===== config.mk =====
export PLATFORM = sky130hd
export DESIGN_NAME = distribute_bytes
export DESIGN_NICKNAME = d
export VERILOG_FILES = /design/src/rtl/distribute_bytes.sv
export SDC_FILE = /design/constraint.sdc
export NUM_CORES = 1
export LEC_CHECK = 0
export ABC_AREA = 1
export BUFFER_PORTS_ARGS = -buffer_cell sky130_fd_sc_hd__buf_4
export CAP_MARGIN = 20
export CORE_MARGIN = 5
export CORE_UTILIZATION = 35
export DETAILED_ROUTE_END_ITERATION = 8
export GPL_TIMING_DRIVEN = 1
export SYNTH_ARGS = -nofsm -noshare
export SYNTH_HDL_FRONTEND = slang
export SYNTH_SLANG_ARGS = --single-unit

===== constraint.sdc =====
create_clock -name CLK -period 1.7 [get_ports CLK]
set_input_delay 0.34 -clock CLK [delete_from_list [all_inputs] [get_ports CLK]]
set_output_delay 0.34 -clock CLK [all_outputs]
set_load 0.02 [all_outputs]

===== src/rtl/distribute_bytes.sv =====
// distribute_bytes: wide-to-narrow byte serializer.
// Accepts one C_IN_BYTES word and emits it C_OUT_BYTES at a time,
// least-significant bytes first. A final partial word is sized by a
// valid-byte count, and the last narrow word of a transfer is flagged.
//
// Ports:
//   CLK, RST            clock, asynchronous active-high reset
//   INDATA_EN/INDATA    wide input word and its valid strobe
//   INDATA_LAST         input word ends the transfer
//   INDATA_VALID_BYTES  valid bytes in the final word (0 = all)
//   INDATA_RD_EN        word accepted this cycle when INDATA_EN is high
//   OUTDATA_EN/OUTDATA  narrow output word and its valid strobe
//   OUTDATA_LAST        current narrow word is the last of the transfer
//   OUTDATA_RD_EN       narrow word consumed this cycle
//   DONE                one-cycle pulse after the last word is consumed
//
// Build option: define DISTRIBUTE_BYTES_ZERO_PAD_EN to force bytes past the
// valid-byte count to zero on the final narrow word of a transfer.
module distribute_bytes #(
    parameter int unsigned C_IN_BYTES  = 4,
    parameter int unsigned C_OUT_BYTES = 1
) (
    input  logic                              CLK,
    input  logic                              RST,
    input  logic                              INDATA_EN,
    input  logic [8*C_IN_BYTES-1:0]           INDATA,
    input  logic                              INDATA_LAST,
    input  logic [$clog2(C_IN_BYTES+1)-1:0]   INDATA_VALID_BYTES,
    output logic                              INDATA_RD_EN,
    output logic                              OUTDATA_EN,
    output logic [8*C_OUT_BYTES-1:0]          OUTDATA,
    output logic                              OUTDATA_LAST,
    input  logic                              OUTDATA_RD_EN,
    output logic                              DONE
);

    localparam int unsigned C_IN_WIDTH  = 8 * C_IN_BYTES;
    localparam int unsigned C_OUT_WIDTH = 8 * C_OUT_BYTES;
    localparam int unsigned C_RATIO     = C_IN_BYTES / C_OUT_BYTES;
    localparam int unsigned C_REM_WIDTH = $clog2(C_RATIO + 1);
    localparam int unsigned C_VB_WIDTH  = $clog2(C_IN_BYTES + 1);

    logic [C_IN_WIDTH-1:0]  data_q, data_d;
    logic [C_REM_WIDTH-1:0] rem_q, rem_d;
    logic                   last_q, last_d;
    logic                   done_q, done_d;

    logic [C_VB_WIDTH-1:0]  vb_eff;
    logic [C_REM_WIDTH-1:0] rem_last;
    logic                   last_word;
    logic                   load;
    logic                   shift;

    // Effective valid-byte count: 0 and out-of-range values mean a full word
    always_comb begin
        if ((INDATA_VALID_BYTES == '0) ||
            (INDATA_VALID_BYTES > C_VB_WIDTH'(C_IN_BYTES))) begin
            vb_eff = C_VB_WIDTH'(C_IN_BYTES);
        end else begin
            vb_eff = INDATA_VALID_BYTES;
        end
    end

    // Narrow words needed for a final word: ceil(vb / C_OUT_BYTES)
    assign rem_last = C_REM_WIDTH'((32'(vb_eff) + C_OUT_BYTES - 32'd1) / C_OUT_BYTES);

    assign last_word    = (rem_q == C_REM_WIDTH'(1));
    assign OUTDATA_EN   = (rem_q != '0);
    assign OUTDATA_LAST = last_q & last_word;
    // Refill is allowed in the same cycle the final narrow word drains
    assign INDATA_RD_EN = (rem_q == '0) | (last_word & OUTDATA_RD_EN);
    assign DONE         = done_q;

    assign load  = INDATA_EN & INDATA_RD_EN;
    assign shift = OUTDATA_EN & OUTDATA_RD_EN;

`ifdef DISTRIBUTE_BYTES_ZERO_PAD_EN
    logic [C_VB_WIDTH-1:0] resid_q, resid_d;

    // Residual byte count of the final narrow word; 0 means every lane valid
    always_comb begin
        OUTDATA = data_q[C_OUT_WIDTH-1:0];
        if (OUTDATA_LAST && (resid_q != '0)) begin
            for (int b = 0; b < int'(C_OUT_BYTES); b++) begin
                if (C_VB_WIDTH'(b) >= resid_q) begin
                    OUTDATA[8*b +: 8] = 8'h00;
                end
            end
        end
    end

    always_comb begin
        resid_d = resid_q;
        if (load) begin
            resid_d = INDATA_LAST ? C_VB_WIDTH'(32'(vb_eff) % C_OUT_BYTES) : '0;
        end
    end

    always_ff @(posedge CLK or posedge RST) begin
        if (RST) begin
            resid_q <= '0;
        end else begin
            resid_q <= resid_d;
        end
    end
`else
    assign OUTDATA = data_q[C_OUT_WIDTH-1:0];
`endif

    // Next state: load has priority over shift so back-to-back words never bubble
    always_comb begin
        data_d = data_q;
        rem_d  = rem_q;
        last_d = last_q;
        done_d = OUTDATA_LAST & OUTDATA_RD_EN;
        if (load) begin
            data_d = INDATA;
            last_d = INDATA_LAST;
            rem_d  = INDATA_LAST ? rem_last : C_REM_WIDTH'(C_RATIO);
        end else if (shift) begin
            data_d = data_q >> C_OUT_WIDTH;
            rem_d  = rem_q - C_REM_WIDTH'(1);
        end
    end

    // State register
    always_ff @(posedge CLK or posedge RST) begin
        if (RST) begin
            data_q <= '0;
            rem_q  <= '0;
            last_q <= 1'b0;
            done_q <= 1'b0;
        end else begin
            data_q <= data_d;
            rem_q  <= rem_d;
            last_q <= last_d;
            done_q <= done_d;
        end
    end

endmodule


# Yosys cells after proc, flatten, opt, wreduce, memory -nomap -nowiden
# Index checks and enable logic that the tools add are counted.
# op_classes
n_addsub	3
magnitude_cmp	1
eq_ne	1
mux	6
bitwise_logic	6
reduce_logical	5
# ops
op	n
2-to-1 mux 32 bit	2
2-to-1 mux 3 bit	4
logical NOT 3 bit	2
subtractor 3 x 1 -> 3 bit, second input constant	2
bitwise AND 1 bit	5
adder 3 x 1 -> 3 bit, second input constant	1
== test 3 x 1 -> 1 bit, second input constant	1
> comparator 3 bit, second input constant	1
nonzero test 3 bit	1
nonzero test 2 bit	1
logical OR 1 bit	1
OR 1 bit	1
# totals
register_bits	37
inputBits	40
out_inout_bits	12
wordCells	26

# Longest topological paths before layout
# Gate-level depths: netlist of run 1.
# depth
depth_word	7
mapped_depth	10
mapped_depth_nobuf	9

# Worst setup path before layout of run 1
# Ideal clock, no wire load.
# synth_timing
path_kind	register to output
startpoint	reg rem_q[1]
endpoint	out OUTDATA_LAST
arrival_time_ns	1.156
t_required_ns	1.360
slack_ns	0.204
path_stages_with_launch	5
path_buffers	0
cell_sequence	dfrtp_1 inv_1 ha_1 inv_1 nor3_1
# synth_between
elab_chain_len	2
# synth_rtl
item	line_no	text
start: declaration	44	logic [C_REM_WIDTH-1:0] rem_q, rem_d;
start signal: assignment	135	rem_q <= rem_d;
== test 3 x 1 -> 1 bit	67	assign last_word = (rem_q == C_REM_WIDTH'(1));
bitwise AND 1 bit	69	assign OUTDATA_LAST = last_q & last_word;
end: declaration	32	output logic OUTDATA_LAST,
# No other way between the ends.

# Worst setup path after layout of run 1
# layout_timing
startpoint	reg rem_q[0]
endpoint	out INDATA_RD_EN
# layout_between
elab_chain_len	3
elab_cells_between_ends	4
classes_between	eq/ne (1); bitwise (2); reduce/logical (1)
# layout_rtl
item	line_no	text
== test 3 x 1 -> 1 bit	67	
bitwise AND 1 bit	71	assign INDATA_RD_EN = (rem_q == '0) | (last_word & OUTDATA_RD_EN);
OR 1 bit (*)	71	
end: declaration	29	output logic INDATA_RD_EN,
# Every way passes the cells marked *; elsewhere a longest branch is shown, timed or not.

==> out/qor.yml, run 1 <==
timing:
  grt_setup_unrepaired: "yes"
  worst_pin_slew_ps: 485
  period_minus_slack_ps: 1700
  holdWs_ps: 169
  final-hold-violation-count: 0
  period_share: 0.999
  fmax_mhz: 589
  fin_ws_ps: 1.38
  setup-tns-final_ps: 0
  setup_violations: 0
  maxSlewViolCount: 0
  finalClockSkew_ps: 4.66
  max-slew-margin-rel: 0.676
power_and_ir_drop:
  p_sw_frac: 0.409
  power_density_nw_per_um2: 1700
  pwr-share-seq: 0.316
  p_int_mw: 2.71
  p_comb_frac: 0.548
  peakVddDrop_mv: 0.994
  leakage_nw: 1.47
  p_clk_frac: 0.136
  p_switching_mw: 1.88
global_routing:
  grt_max_degree: 38
  antenna_found_initial: 0
  grt_pass1_vias: 1929
  grtUsageTotal: 0.148
  grt_pass1_wl_mm: 8.87
  grt.overflow.total: 0
cts:
  clk_pin_slew_worst_paths_ps: 70
  worst_skew_pair.late_latency_ps: 290
  cts.sinks: 37
  clk_path_buf_depth: 2
  htree_levels: 2
  cts_root_buf: "clkbuf_8"
  postCtsHoldBufs: 0
  cts_tree: "yes"
  cts_buffers: 5
synth:
  ys_warn_count: 0
  netlist_instances: 268
  syn_area_um2: 2080
  synth.distinct_cells: 22
  syn_avg_cell_area_um2: 7.75
  ys_seq_area_frac: 0.446
  syn_nets: 312
  ys_ff_latch: 37
final_layout:
  layout-drive-gt1-share: 0.264
  stdcell_count: 393
  area_growth_pct: 30.4
  nets: 362
  diodes: 0
setup_path:
  rr_worst_depth: 9
  worst-setup-path-type: "register to output pin"
  r2r_start: "rem_q[1]"
  required_ps: 1360
  endpoint_kind: "output pin"
  r2r_end: "data_q[20]"
  ff2ff_setup_slack_ps: 130
  arrival_ps: 1360
  crit_fanout: 3
  cp-start-kind: "register"
place:
  dp_slack_ps: 157
  placedCellCount: 378
  port_buffers: 51
  gp_congestion: 0.719
  hpwlAfterDp_mm: 3.23
floorplanning:
  fp-row-count: 28
  die_area_um2: 7570
  fp.dieH_um: 87.0
  die_w_um: 87.0
  ioPinCount: 52
  start_util: 0.355
  fp.coreArea_um2: 5850
routing:
  dr_total_vias: 1815
  drt-total-wl_mm: 5.06
  post_drt_wl_per_cell_um: 12.9
  drtIter0Drc: 67
  vias_per_cell: 4.62
  firstDrtPassIters: 4
  ant_nets: 0
  drc: 0
run:
  drv_cap: 0
hold_path:
  hold_path.class: "input pin to asynchronous set/reset pin"
run_status:
  status: "finished clean"
[sequential cells by signal, indices dropped and copies added (netlist names)]
register,flops
last_q,1
rem_q,3
data_q,32
DONE,1
[critical path, stage by stage, from the launching register on]
cell and delay (ps):
dfrtp_1 440, inv_2 90, ha_4 170, nand2_4 70, nand2_4 60, buf_12 120
buf_6 120
[worst max path at each step]
stage,start,end,slack [ps]
after floorplan,rem_q[1],OUTDATA_LAST,200
after global placement,rem_q[1],INDATA_RD_EN,190
after detailed placement,rem_q[0],data_q[17],160
final,rem_q[0],INDATA_RD_EN,1
after CTS,rem_q[1],INDATA_RD_EN,0.7
after global routing,rem_q[0],INDATA_RD_EN,-40
[synthesized netlist by cell type (all sizes together)]
master,number,area share
ha,4,0.024
nand2,91,0.17
nand3,39,0.096
nand3b,25,0.090
o21ai,9,0.022
clkbuf,2,0.0036
nor3,1,0.0024
buf,21,0.066
inv,35,0.063
or2,1,0.0030
dfrtp,37,0.45
nor2,1,0.0018
xnor2,1,0.0042
nor4,1,0.0030
[cell families (layout without fill, tap and decap cells)]
family                     after synthesis  after routing  share of synthesized area
adders and majority gates                4              4                     0.0241
AOI/OAI and AO/OA                        9              9                     0.0217
DFF                                     37             37                      0.446
and+or+nand+nor                        159            159                      0.371
xor gates and xnor gates                 1              1                    0.00422
buffers and inverters                   58            108                      0.133
[what timing repair did]
action / CTS / global route
pin swaps: 2 / 2
buffers inserted: 5 / 2
resized for setup: 6 / 4
gates cloned: 1 / 0
endpoints found under the setup margin: 2 / 29
[final cells by class]
class | instances | area, µm²
clock buffers | 7 | 86.3
fillers | 618 | 3140
inverters | 35 | 134
multi-input cells | 173 | 905
flip-flops and latches | 37 | 926
well taps | 75 | 93.8
repair buffers | 66 | 562
[metrics by stage]
stage	power, mW	cell area, µm²	utilization
final	4.59	2710	0.463
after global routing	5.05	2710	0.463
after CTS	4.56	2680	0.458
after detailed placement	3.62	2500	0.427
after global placement	3.58	2500	0.427
after floorplan	3.05	2080	-
[placed cells by master (no fill, tap or decap)]
cell type	count
nand2_1	87
buf_4	61
nand3_1	38
dfrtp_1	37
inv_1	31
nand3b_1	25
o21ai_0	8
clkbuf_8	6
inv_2	3
nand2_4	3
buf_12	3
ha_4	2
ha_1	2
nand3_2	1
nand2_2	1
inv_4	1
or2_2	1
nor3_1	1
nor4_1	1
nor2_1	1
o21ai_1	1
xnor2_1	1
clkbuf_1	1
bufbuf_16	1
buf_6	1
[power groups by stage]
stage | clock (mW) | combinational [mW] | sequential (mW)
after floorplan | 0 | 1.63 | 1.41
after global placement | 0 | 2.14 | 1.45
after detailed placement | 0 | 2.16 | 1.46
after CTS | 0.652 | 2.46 | 1.45
after global routing | 0.679 | 2.87 | 1.50
final | 0.626 | 2.52 | 1.45
[routing by layer]
metal	share of wire	vias to the layer above	global-route usage
li1	-	926	-
met1	0.47	836	0.194
met2	0.46	46	0.240
met3	0.058	7	0.0303
met4	0.014	0	0.0524
met5	0	-	0
Power figures use the tool's default switching activity.
==> run 2, diff against run 1 <==
--- a/config.mk
+++ b/config.mk
@@ -8,10 +8,13 @@
 export ABC_AREA = 1
 export BUFFER_PORTS_ARGS = -buffer_cell sky130_fd_sc_hd__buf_4
 export CAP_MARGIN = 20
+export CORE_ASPECT_RATIO = 1.4
 export CORE_MARGIN = 5
 export CORE_UTILIZATION = 35
+export CTS_BUF_LIST = sky130_fd_sc_hd__clkbuf_8
 export DETAILED_ROUTE_END_ITERATION = 8
 export GPL_TIMING_DRIVEN = 1
+export SKIP_CTS_REPAIR_TIMING = 1
 export SYNTH_ARGS = -nofsm -noshare
 export SYNTH_HDL_FRONTEND = slang
 export SYNTH_SLANG_ARGS = --single-unit
==> run 2 against run 1 <==
Setup slack gained 22 ps. Utilization decreased by 0.46 points. Wire length down 3.4%. Maximum frequency up 1.3%. Cell count fell by 0.76%. Cell area down 1.5%. Clock power grew 2%. Hold slack got worse by 18 ps. Critical path type unchanged.
==> out/qor.yml, run 2 (same netlist as run 1, synthesis figures left out) <==
timing:
  finalClockSkew_ps: 9.42
  final-hold-violation-count: 0
  grt_setup_unrepaired: "yes"
  worst_pin_slew_ps: 483
  period_minus_slack_ps: 1680
  max-slew-margin-rel: 0.678
  fmax_mhz: 596
  period_share: 0.986
  fin_ws_ps: 23.1
  holdWs_ps: 151
  setup_violations: 0
  setup-tns-final_ps: 0
  maxSlewViolCount: 0
routing:
  drt-total-wl_mm: 4.88
  drc: 0
  drtIter0Drc: 141
  post_drt_wl_per_cell_um: 12.5
  firstDrtPassIters: 4
  ant_nets: 0
  vias_per_cell: 4.64
  dr_total_vias: 1808
setup_path:
  ff2ff_setup_slack_ps: 110
  crit_slowest_cell: "dfrtp_1"
  r2r_start: "rem_q[0]"
  crit_chain: "inv_2 -> ha_2 -> nand2_4 -> nand2_8 -> buf_4"
  endpoint_kind: "output pin"
  r2r_end: "data_q[15]"
  arrival_ps: 1340
  rr_worst_depth: 10
  required_ps: 1360
  slowest_delay_ps: 430
  worst-setup-path-type: "register to output pin"
  crit_fanout: 5
  cp-start-kind: "register"
floorplanning:
  ioPinCount: 52
  fp-row-count: 33
  fp.dieH_um: 101
  die_area_um2: 7590
  die_w_um: 75.1
  fp.coreArea_um2: 5820
  start_util: 0.357
global_routing:
  grt_pass1_wl_mm: 7.96
  grt_max_degree: 38
  grt_pass1_vias: 1719
  grtUsageTotal: 0.135
  grt.overflow.total: 0
  antenna_found_initial: 0
final_layout:
  largest_registers: "data_q (32), rem_q (3)"
  final_core_util: 0.458
  nets: 364
  layout-drive-gt1-share: 0.275
  stdcell_count: 390
  largest_reg_flops: 32
  layout_common_cells: "nand2_1, buf_4, nand3_1"
  regMostFlops: "data_q"
  design_area_um2: 2670
  area_growth_pct: 28.5
  diodes: 0
  fillCellCount: 623
  layout_commonest_cell: "nand2_1"
power_and_ir_drop:
  leakage_nw: 1.45
  power_density_nw_per_um2: 1660
  peakVddDrop_mv: 0.745
  power.total_mw: 4.43
run:
  drv_cap: 0
cts:
  clk_pin_slew_worst_paths_ps: 80
  clk_path_buf_depth: 2
  cts_tree: "yes"
  cts_root_buf: "clkbuf_8"
  cts_buffers: 5
  worst_skew_pair.late_latency_ps: 290
  cts.sinks: 37
  htree_levels: 2
place:
  gp_congestion: 0.728
  port_buffers: 51
  dp_slack_ps: 145
  placedCellCount: 375
  hpwlAfterDp_mm: 3.31
  dpl_cell_area_um2: 2470
run_status:
  status: "finished clean"
hold_path:
  hold_path.class: "input pin to asynchronous set/reset pin"
run 2: changes by cell type in the layout (fill, tap and decap cells not counted), sizes merged:
cell      change
bufbuf        -1
nand2         +1
buf           +2
clkbuf        -1
clkinvlp      +1
run 2: layer usage:
metal / vias up / part of all wire / global-route usage
met5: - / 0 / 0
met4: 0 / 0.016 / 0.0493
met3: 5 / 0.069 / 0.0299
met2: 49 / 0.50 / 0.223
met1: 822 / 0.42 / 0.171
li1: 932 / - / -
run 2: critical path: cells and delay by family, from the launching register on:
kind	cells	cell delay (ps)
buffers and inverters	2	240
AND/OR/NAND/NOR	2	160
adder cells (fa/ha/maj)	1	210
flip-flops	1	430
run 2: where the power goes:
| part | leakage, nW | switching, mW | total (mW) | internal [mW] |
|---|---|---|---|---|
| combinational | 0.932 | 1.37 | 2.34 | 0.968 |
| sequential | 0.478 | 0.190 | 1.45 | 1.26 |
| clock | 0.0433 | 0.320 | 0.640 | 0.321 |
run 2: worst max-delay path by stage:
stage	cells after the start	slack [ps]	to	startpoint
after CTS	5	-90	INDATA_RD_EN	rem_q[0]
after floorplan	4	200	OUTDATA_LAST	rem_q[1]
after detailed placement	9	150	data_q[15]	rem_q[0]
after global routing	5	-40	INDATA_RD_EN	rem_q[0]
final	5	20	INDATA_RD_EN	rem_q[0]
after global placement	9	150	data_q[15]	rem_q[0]
run 2: cell type report:
type | count | area, µm² | share of cell area
Multi-Input combinational cell | 174 | 922 | 0.346
Sequential cell | 37 | 926 | 0.347
Timing Repair Buffer | 67 | 507 | 0.190
Clock inverter | 1 | 7.51 | 0.00282
Clock buffer | 6 | 82.6 | 0.0310
Tap cell | 70 | 87.6 | 0.0328
Inverter | 35 | 134 | 0.0502
==> run 3, diff against run 2 <==
--- a/config.mk
+++ b/config.mk
@@ -8,12 +8,12 @@
 export ABC_AREA = 1
 export BUFFER_PORTS_ARGS = -buffer_cell sky130_fd_sc_hd__buf_4
 export CAP_MARGIN = 20
-export CORE_ASPECT_RATIO = 1.4
 export CORE_MARGIN = 5
 export CORE_UTILIZATION = 35
 export CTS_BUF_LIST = sky130_fd_sc_hd__clkbuf_8
 export DETAILED_ROUTE_END_ITERATION = 8
 export GPL_TIMING_DRIVEN = 1
+export REMOVE_ABC_BUFFERS = 1
 export SKIP_CTS_REPAIR_TIMING = 1
 export SYNTH_ARGS = -nofsm -noshare
 export SYNTH_HDL_FRONTEND = slang
==> run 3 against run 2 <==
Non-clock buffer count rose by 1. Die area decreased by 0.29%. Register-to-register slack lost 30 ps. Utilization fell by 0.16 points. Largest cell class unchanged.
==> out/qor.yml, run 3 (same netlist as run 1, synthesis figures left out) <==
timing:
  fin_ws_ps: 4.12
  grt_setup_unrepaired: "yes"
  fmax_mhz: 590
  max-slew-margin-rel: 0.680
  final-hold-violation-count: 0
  worst_pin_slew_ps: 480
  finalClockSkew_ps: 2.54
  setup_violations: 0
  maxSlewViolCount: 0
  period_share: 0.998
  period_minus_slack_ps: 1700
cts:
  cts_root_buf: "clkbuf_8"
  cts_buffers: 5
  worst_skew_pair.late_latency_ps: 280
  cts.sinks: 37
  htree_levels: 2
  cts_tree: "yes"
  clk_pin_slew_worst_paths_ps: 70
  clk_path_buf_depth: 2
final_layout:
  stdcell_count: 396
  layout_commonest_cell: "nand2_1"
  layout-drive-gt1-share: 0.271
  final_core_util: 0.456
  largest_registers: "data_q (32), rem_q (3)"
  multi_input_area_um2: 891
  area_growth_pct: 28.6
  design_area_um2: 2670
  largest_reg_flops: 32
  diodes: 0
  seq_area_um2: 926
  nets: 364
  regMostFlops: "data_q"
  layout_common_cells: "nand2_1, buf_4, nand3_1"
  fillCellCount: 595
routing:
  drtIter0Drc: 101
  firstDrtPassIters: 5
  drc: 0
  ant_nets: 0
  wl_met1_mm: 2.24
  dr_total_vias: 1801
  drt-total-wl_mm: 4.80
  vias_per_cell: 4.55
  dr_wl_met3_um: 251
  routed.top_layer: "met4"
  post_drt_wl_per_cell_um: 12.1
  dr_wl_met2_mm: 2.25
run:
  drv_cap: 0
setup_path:
  cp-start-kind: "register"
  r2r_start: "rem_q[0]"
  worst-setup-path-type: "register to output pin"
  cp_top_family: "flip-flops"
  crit_chain: "inv_1 -> ha_1 -> nand2_4 -> nand2_8 -> buf_4"
  crit_buf_inv: 2
  required_ps: 1360
  crit_fanout: 9
  endpoint_kind: "output pin"
  crit_slowest_cell: "dfrtp_1"
  startpoint: "rem_q[0]"
  arrival_ps: 1360
  slowest_delay_ps: 390
place:
  dp_slack_ps: 136
  port_buffers: 51
  dpl_cell_area_um2: 2490
  gp_congestion: 0.733
  hpwlAfterDp_mm: 3.33
  placedCellCount: 380
hold_path:
  hold_path.class: "input pin to asynchronous set/reset pin"
floorplanning:
  fp.coreArea_um2: 5850
  die_w_um: 87.0
  die_area_um2: 7570
  start_util: 0.355
  fp.dieH_um: 87.0
  ioPinCount: 52
  fp-row-count: 28
power_and_ir_drop:
  leakage_nw: 1.46
  power_density_nw_per_um2: 1660
  peakVddDrop_mv: 0.703
global_routing:
  antenna_found_initial: 0
  grt.overflow.total: 0
  grt_pass1_wl_mm: 8.30
  grtUsageTotal: 0.136
  grt_max_degree: 38
  grt_pass1_vias: 1859
run_status:
  status: "finished clean"
run 3: cell types whose count changed in the layout (fill, tap and decap cells not counted):
cell / delta
ha_4: -1
nand2_4: -1
clkinv_2: +1
buf_12: +1
ha_1: +1
clkinvlp_4: -1
nand3_2: +1
clkinv_1: +1
clkbuf_8: +1
nand3_4: -1
inv_4: -1
run 3: area by class of cell:
class,count,area share
multi-input combinational,173,0.334
clock inverter,1,0.00187
sequential,37,0.347
timing repair buffer,68,0.197
tap,75,0.0351
inverter,35,0.0492
clock buffer,7,0.0361
run 3: routing by layer:
metal  up-vias  global-route usage
met5         -                   0
met4         0              0.0397
met3         7              0.0341
met2        34               0.231
met1       828               0.170
li1        932                   -
run 3: path summary, 6_finish.rpt:
path	to	slack, ps	depth (start not counted)
max in group asynchronous	data_q[26]	1210	3
worst max-delay path	INDATA_RD_EN	4	5
min in group CLK	data_q[27]	280	3
worst min register to register	data_q[15]	480	2
worst min-delay path	data_q[4]	160	3
worst max register to register	data_q[0]	80	10
run 3: power by group:
group	total, mW	switching [mW]	internal [mW]
Clock	0.676	0.309	0.367
Sequential	1.44	0.186	1.26
Combinational	2.32	1.34	0.983
run 3: through the flow:
step	hold WS, ps	TNS, ps	power (mW)
after floorplan	449	-30.8	2.79
after global placement	463	0	3.54
after detailed placement	465	0	3.60
after CTS	172	-118	4.29
after global routing	219	-117	4.86
final	157	0	4.44
run 3: worst register-to-register path: cells and delay by family (launching register included):
family	cells	cell delay, ps
adder cells (fa/ha/maj)	1	240
AND/OR/NAND/NOR	6	460
buffers and inverters	3	430
flip-flops	1	390
